$ cat config.mk
export PLATFORM = sky130hd
export DESIGN_NAME = cache_ctrl_nway
export DESIGN_NICKNAME = d
export VERILOG_FILES = /design/src/rtl/cache_ctrl_nway.sv
export SDC_FILE = /design/constraint.sdc
export NUM_CORES = 1
export LEC_CHECK = 0
export ABC_AREA = 1
export BUFFER_PORTS_ARGS = -buffer_cell sky130_fd_sc_hd__buf_2
export CORE_ASPECT_RATIO = 1.4
export CORE_MARGIN = 2
export CORE_UTILIZATION = 55
export DETAILED_ROUTE_END_ITERATION = 16
export HOLD_SLACK_MARGIN = 0.12
export PLACE_DENSITY_LB_ADDON = 0.05
export SYNTH_ARGS = -nofsm -noshare
export SYNTH_HDL_FRONTEND = slang
export SYNTH_SLANG_ARGS = --single-unit
$ cat constraint.sdc
create_clock -name clk -period 2.15 [get_ports clk]
set_input_delay 0.43 -clock clk [delete_from_list [all_inputs] [get_ports clk]]
set_output_delay 0.43 -clock clk [all_outputs]
set_load 0.02 [all_outputs]
$ cat src/rtl/cache_ctrl_nway.sv
// Controller for an N-way set-associative, write-back, write-allocate cache.
// It keeps true-LRU ages per set and runs writeback and refill over the pmem handshake.
module cache_ctrl_nway #(
  parameter int WAYS  = 2,
  parameter int SETS  = 8,
  parameter int IDX_W = $clog2(SETS),
  parameter int AGE_W = $clog2(WAYS),
  parameter int CNT_W = 16
) (
  input  logic             clk,
  input  logic             reset,
  input  logic             mem_read,
  input  logic             mem_write,
  output logic             mem_resp,
  input  logic [IDX_W-1:0] index,
  input  logic [WAYS-1:0]  hit_vec,
  input  logic [WAYS-1:0]  valid_vec,
  input  logic [WAYS-1:0]  dirty_vec,
  output logic [WAYS-1:0]  w_data,
  output logic [WAYS-1:0]  w_tag,
  output logic [WAYS-1:0]  w_valid,
  output logic [WAYS-1:0]  w_dirty,
  output logic             dirty_in,
  output logic             data_sel,
  output logic             pmem_addr_sel,
  output logic [AGE_W-1:0] victim_way,
  output logic             pmem_read,
  output logic             pmem_write,
  input  logic             pmem_resp,
  output logic [CNT_W-1:0] hit_count,
  output logic [CNT_W-1:0] miss_count
);

  typedef enum logic [1:0] {s_hit, s_write_back, s_replace} state_t;

  state_t state, state_nxt;
  logic [SETS-1:0][WAYS-1:0][AGE_W-1:0] age;
  logic [WAYS-1:0][AGE_W-1:0]           age_set;
  logic                                 refill_q;
  logic                                 req, hit, do_hit, do_miss;
  logic                                 any_inv, vic_dirty;
  logic [AGE_W-1:0]                     hit_way, inv_way, lru_way, vic_sel;

  assign req     = mem_read | mem_write;
  assign hit     = |hit_vec;
  assign age_set = age[index];
  assign do_hit  = (state == s_hit) & req & hit;
  assign do_miss = (state == s_hit) & req & ~hit;

  // Descending scan so the lowest matching way wins.
  always_comb begin
    hit_way = '0;
    inv_way = '0;
    lru_way = '0;
    any_inv = 1'b0;
    for (int w = WAYS-1; w >= 0; w--) begin
      if (hit_vec[w]) hit_way = AGE_W'(w);
      if (!valid_vec[w]) begin
        inv_way = AGE_W'(w);
        any_inv = 1'b1;
      end
      if (age_set[w] == AGE_W'(WAYS-1)) lru_way = AGE_W'(w);
    end
  end

  assign vic_sel   = any_inv ? inv_way : lru_way;
  assign vic_dirty = valid_vec[vic_sel] & dirty_vec[vic_sel];

  always_comb begin
    state_nxt     = state;
    mem_resp      = 1'b0;
    w_data        = '0;
    w_tag         = '0;
    w_valid       = '0;
    w_dirty       = '0;
    dirty_in      = 1'b0;
    data_sel      = 1'b0;
    pmem_addr_sel = 1'b0;
    pmem_read     = 1'b0;
    pmem_write    = 1'b0;
    unique case (state)
      s_hit: begin
        if (req) begin
          if (hit) begin
            mem_resp = 1'b1;
            // A simultaneous read+write is serviced as a write.
            if (mem_write) begin
              w_data[hit_way]  = 1'b1;
              w_dirty[hit_way] = 1'b1;
              dirty_in         = 1'b1;
            end
          end else begin
            state_nxt = vic_dirty ? s_write_back : s_replace;
          end
        end
      end
      s_write_back: begin
        pmem_write    = 1'b1;
        pmem_addr_sel = 1'b1;
        if (pmem_resp) state_nxt = s_replace;
      end
      s_replace: begin
        pmem_read = 1'b1;
        if (pmem_resp) begin
          w_data[victim_way]  = 1'b1;
          w_tag[victim_way]   = 1'b1;
          w_valid[victim_way] = 1'b1;
          w_dirty[victim_way] = 1'b1;
          data_sel            = 1'b1;
          state_nxt           = s_hit;
        end
      end
      default: state_nxt = s_hit;
    endcase
  end

  always_ff @(posedge clk or posedge reset) begin
    if (reset) begin
      state      <= s_hit;
      victim_way <= '0;
      refill_q   <= 1'b0;
      hit_count  <= '0;
      miss_count <= '0;
      for (int s = 0; s < SETS; s++)
        for (int w = 0; w < WAYS; w++)
          age[s][w] <= AGE_W'(w);
    end else begin
      state <= state_nxt;
      if (do_hit) begin
        // The retried access after a refill is not counted as a hit.
        refill_q <= 1'b0;
        if (!refill_q && hit_count != '1) hit_count <= hit_count + CNT_W'(1);
        for (int w = 0; w < WAYS; w++) begin
          if (AGE_W'(w) == hit_way)
            age[index][w] <= '0;
          else if (age_set[w] < age_set[hit_way])
            age[index][w] <= age_set[w] + AGE_W'(1);
        end
      end
      if (do_miss) begin
        victim_way <= vic_sel;
        if (miss_count != '1) miss_count <= miss_count + CNT_W'(1);
      end
      if (state == s_replace && pmem_resp) refill_q <= 1'b1;
    end
  end

endmodule

======== Yosys cells after proc, flatten, opt, wreduce, memory -nomap -nowiden ========
Index checks and enable logic that the tools add are counted.
storage, ports and cells
  output and inout bits ................... 47
  bits in registers ....................... 52
  logic and storage cells ................. 120
  input port bits ......................... 14
operators by class
  mux-type cells .......................... 56
  add/subtract/negate cells ............... 4
  bitwise operators ....................... 10
  order comparisons ....................... 9
  reduce and logical (&&, ||, !) cells .... 12
  equal/unequal tests ..................... 8
operator list
  operator               number
  $mux 16                5
  $add 16x1->16 const B  2
  $and 16x16->16         2
  $bwmux 16              2
  $ne 16x16->1 const B   2
  $not 16->16            2
  $mux 1                 30
  $mux 2                 12
  $demux 2 s3            2
  $ne 2x2->1 const B     4
  $bmux 2 s3             1
  $lt 1x2->1 const B     3
  $pmux 2 s3             1
  $logic_and 1x1->1      5
  $and 1x1->1            4
  $lt 3x4->1 const B     1
  $pmux 2 s2             1
  $reduce_and 2->1       2
  $reduce_and 4->1       1
  $ge 3x1->1 const B     1
  $add 1x1->1 const B    2
  $demux 1 s1            2
  $eq 2x1->1 const B     1
  $eq 2x2->1 const B     1
  other kinds (8)        10

======== Depth between registers and ports, before layout ========
  depth after elaboration ................. 12
  gate-level depth with buffers ........... 13
  mapped depth without buffers ............ 12

======== Worst setup path after synthesis ========
Ideal clock, no wire load.
  kind .................................... reg-to-output
  start ................................... register state[1]
  end ..................................... output port w_dirty[0]
  slack ................................... -0.258 ns
  arrival time ............................ 1.978 ns
  required time ........................... 1.720 ns
  cell stages (with the launch flop) ...... 8
  buffers on the path ..................... 1
  cell sequence ........................... dfrtp_1 inv_1 nor2_1 inv_1 nor2_1 inv_1 o22ai_1 buf_4
between the ends
  word-level cells in the longest chain between the ends .. 2
  elaborated cells between the ends (all ways) .. 3
  those cells by class .................... eq/ne (1); mux (1); reduce/logical (1)
RTL lines
  item                                                  line  RTL
  start: declaration                                    36    state_t state, state_nxt;
  start signal: assignment                              119   state <= s_hit;
  start signal: assignment                              128   state <= state_nxt;
  $eq 2x2->1 / $logic_not 2->1 (equally long branches)  -
  $pmux 2 s2 (*)                                        -
  end: declaration                                      22    output logic [WAYS-1:0] w_dirty,
Every way passes the cells marked *; elsewhere a longest branch is shown, timed or not.

======== Worst setup path in the final report ========
  start ................................... register state[1]
  end ..................................... output port w_dirty[0]
between the ends
  word-level cells in the longest chain between the ends .. 2
  elaborated cells between the ends (all ways) .. 3
  those cells by class .................... eq/ne (1); mux (1); reduce/logical (1)
RTL lines
  item                                                  line  RTL
  $eq 2x2->1 / $logic_not 2->1 (equally long branches)  81    unique case (state)
  $pmux 2 s2 (*)                                        81
Marked as above.

==> summary.md <==
| Metric | Value |
|---|---|
| Outcome | `completed` |
| Crit path DAT | `between 1.5 and 2 ns` |
| Compound-Gate Fraction of Synth Area | `6.91%` |
| RSZ-0062 raised after global routing | `false` |
| Yosys reg bits | `52` |
| Grt total ovfl | `0` |
| Tmin final | `between 1.5 and 2 ns` |
| Clock sink total | `52` |
| CP Capture Type | `output port` |
| GRT Total Usage | `~24%` |
| VDD IR-drop max | `between 0.6 and 0.7 mV` |
| CTS Hold Bufs | `0` |
| Clock Latency Late Sink | `about 0.30 ns` |
| Leakage | `~0.0018 uW` |
| Worst slack, placed | `approximately 0.32 ns` |
| Largest net degree at the start of global routing | `53` |
| Vias | `2658` |
| Number of global-route vias before repair | `2597` |
| WS Path Type | `reg -> out` |
| Post-DP HPWL | `roughly 5100 um` |
| Initial DRC Count | `about 120` |
| IO buf count | `60` |
| Commonest non-fill, non-tap cell in the layout | `nand2_1` |
| Max Buffers Root-to-Sink | `2` |
| Vias per inst | `5.04` |
| Largest family of logic cells by synthesized area | `simple AND/OR/NAND/NOR gates` |
| Simple-gate share of the synthesized area | `about a third` |
| TNS Setup | `0 ns` |
| Main synth FF type | `dfrtp_1` |
| Total Wirelength | `roughly 6600 um` |
| Reg clk slew, reported paths | `approximately 0.10 ns` |
| Die area | `between 6000 and 7000 um2` |
| Async SR Flop Fraction | `100%` |
| Final #Nets | `roughly 470` |
| Global-route wire length before repair | `11500 um` |
| # rows | `32` |
| Post-synth EDFFs | `0` |
| Fin. max-slew vios | `0` |
| DRC errors left | `0` |
| Clock Skews | `approximately 0.0063 ns` |
| Final WS setup | `between 0.15 and 0.2 ns` |
| Fin. Hold Viols | `0` |
| FMAX | `roughly 0.5 GHz` |
| Synth unique cells | `35` |
| Final antenna-violating net count | `0` |
| Num ports | `61` |
| Root Driver | `clkbuf_8` |
| Maxcap violations | `0` |
| Setup Buffers After CTS | `0` |
| Req. time, crit path | `1.72 ns` |
| Worst hold slack | `roughly 0.15 ns` |
| Startpoint Class | `register` |
| Synthesized instance count | `398` |
| Die Ht | `between 90 and 100 um` |
| Core area | `~5400 um2` |
| Avg Cell Area, Syn | `between 7 and 8 um2` |
| Multiplexer area fraction after synthesis | `0%` |
| Ant. Diodes | `0` |
| Syn. warnings | `0` |
| Placer Congestion | `approximately 0.84` |
| Proportion of layout cells with a drive suffix above 1 | `about 25%` |
| Adder-Cell Fraction of Synth Area | `less than 1%` |
| CP Max Fanout | `5` |
| Measured slew at the worst slew-check pin | `between 0.5 and 0.6 ns` |
| Worst min-delay path category | `in -> async` |
| Final setup violation count | `0` |
| Post-route insts no fill | `~530` |
| Sequential-to-total area share from yosys stat | `between 40% and 50%` |
| H-tree depth | `2` |
| WL/cell | `between 10 and 15 um` |
| Power density over the cells | `900 nW/um2` |
| Final period util | `91.1%` |
| TritonCTS buffer count | `5` |
| Post-Synth XOR/XNOR Area | `~7%` |
| Area Growth Syn to Fin | `15.1%` |
| # placed instances | `a little over 500` |
| Most frequent cells in the layout | `nand2_1, buf_2, inv_1` |
| Tot Pwr | `between 3000 and 4000 uW` |
| Starting Density | `56.2%` |
| Relative slew slack | `63.7%` |
| Post-CTS Resized | `0` |
| First-pass DRT Iterations | `4` |
| CTS tree | `yes` |
| Syn Std Cell Area | `between 3000 and 4000 um2` |
| Post-Syn Nets | `approximately 410` |
| Initial antenna violation count | `0` |
| Die width | `approximately 67 um` |
## path summary, 6_finish.rpt
kind | startpoint | to | slack (ns) | depth (start not counted)
max | state[1] | w_dirty[0] | 0.19 | 7
min | reset | miss_count[12] | 0.15 | 3
max reg2reg | state[0] | hit_count[6] | 0.32 | 8
min reg2reg | age[5] | age[5] | 0.48 | 2
max in group asynchronous | reset | age[7] | 1.70 | 3
min in group clk | valid_vec[0] | victim_way | 0.40 | 3
## cells in the mapped netlist (7+ instances only)
cell,instances,area share [%]
xnor2_1,7,2.0
nor2_1,35,4.3
inv_1,59,7.2
nand3_1,45,7.4
buf_4,7,1.7
dfstp_2,8,6.9
nand2_1,90,11
xor2_1,17,4.9
dfrtp_1,44,36
o21ai_1,18,2.9
nor3_1,14,2.3
## layout make-up
cell class	instances	area, um2
Timing Repair Buffer	64	343
Sequential cell	52	1310
Fill cell	525	1920
Multi-Input combinational cell	271	1450
Clock inverter	2	13.8
Clock buffer	6	82.6
Inverter	64	240
Tap cell	68	85.1
## power by group
| group | total, uW | switching (uW) | internal, uW |
|---|---|---|---|
| Combinational | 1200 | 801 | 399 |
| Sequential | 1380 | 198 | 1180 |
| Clock | 586 | 323 | 264 |
## critical path, cell delays in order, from the launching register on
cell	delay, ns
dfrtp_1	0.41
inv_1	0.08
nor2_2	0.12
inv_1	0.06
nor2_2	0.09
inv_1	0.14
o22ai_2	0.15
buf_2	0.19
## cell families after synthesis
| logic type | after synthesis |
|---|---|
| buffers and inverters | 75 |
| AO/OA/AOI/OAI | 35 |
| AND/OR/NAND/NOR | 210 |
| flip-flops | 52 |
| adder cells (fa/ha/maj) | 2 |
| XOR/XNOR | 24 |
## metrics by stage
step	cell area (um2)	utilization [%]
final	3520	64.7
after global routing	3520	64.7
after CTS	3520	64.7
after detailed placement	3420	62.9
after global placement	3420	62.9
after floorplan	3080	-
## flip-flops by register name (all words and copies together), names as in the netlist
signal	count
miss_count	16
victim_way	1
age	16
refill_q	1
state	2
hit_count	16
## per-layer routing
metal  GRT usage, %  wire (um)  vias up
met2           41.8       3490       45
met3           2.21        166       10
met4           9.35        112        0
li1               -          -     1377
met1           30.2       2880     1226
met5              0          0        -
(Power assumes the default switching activity.)
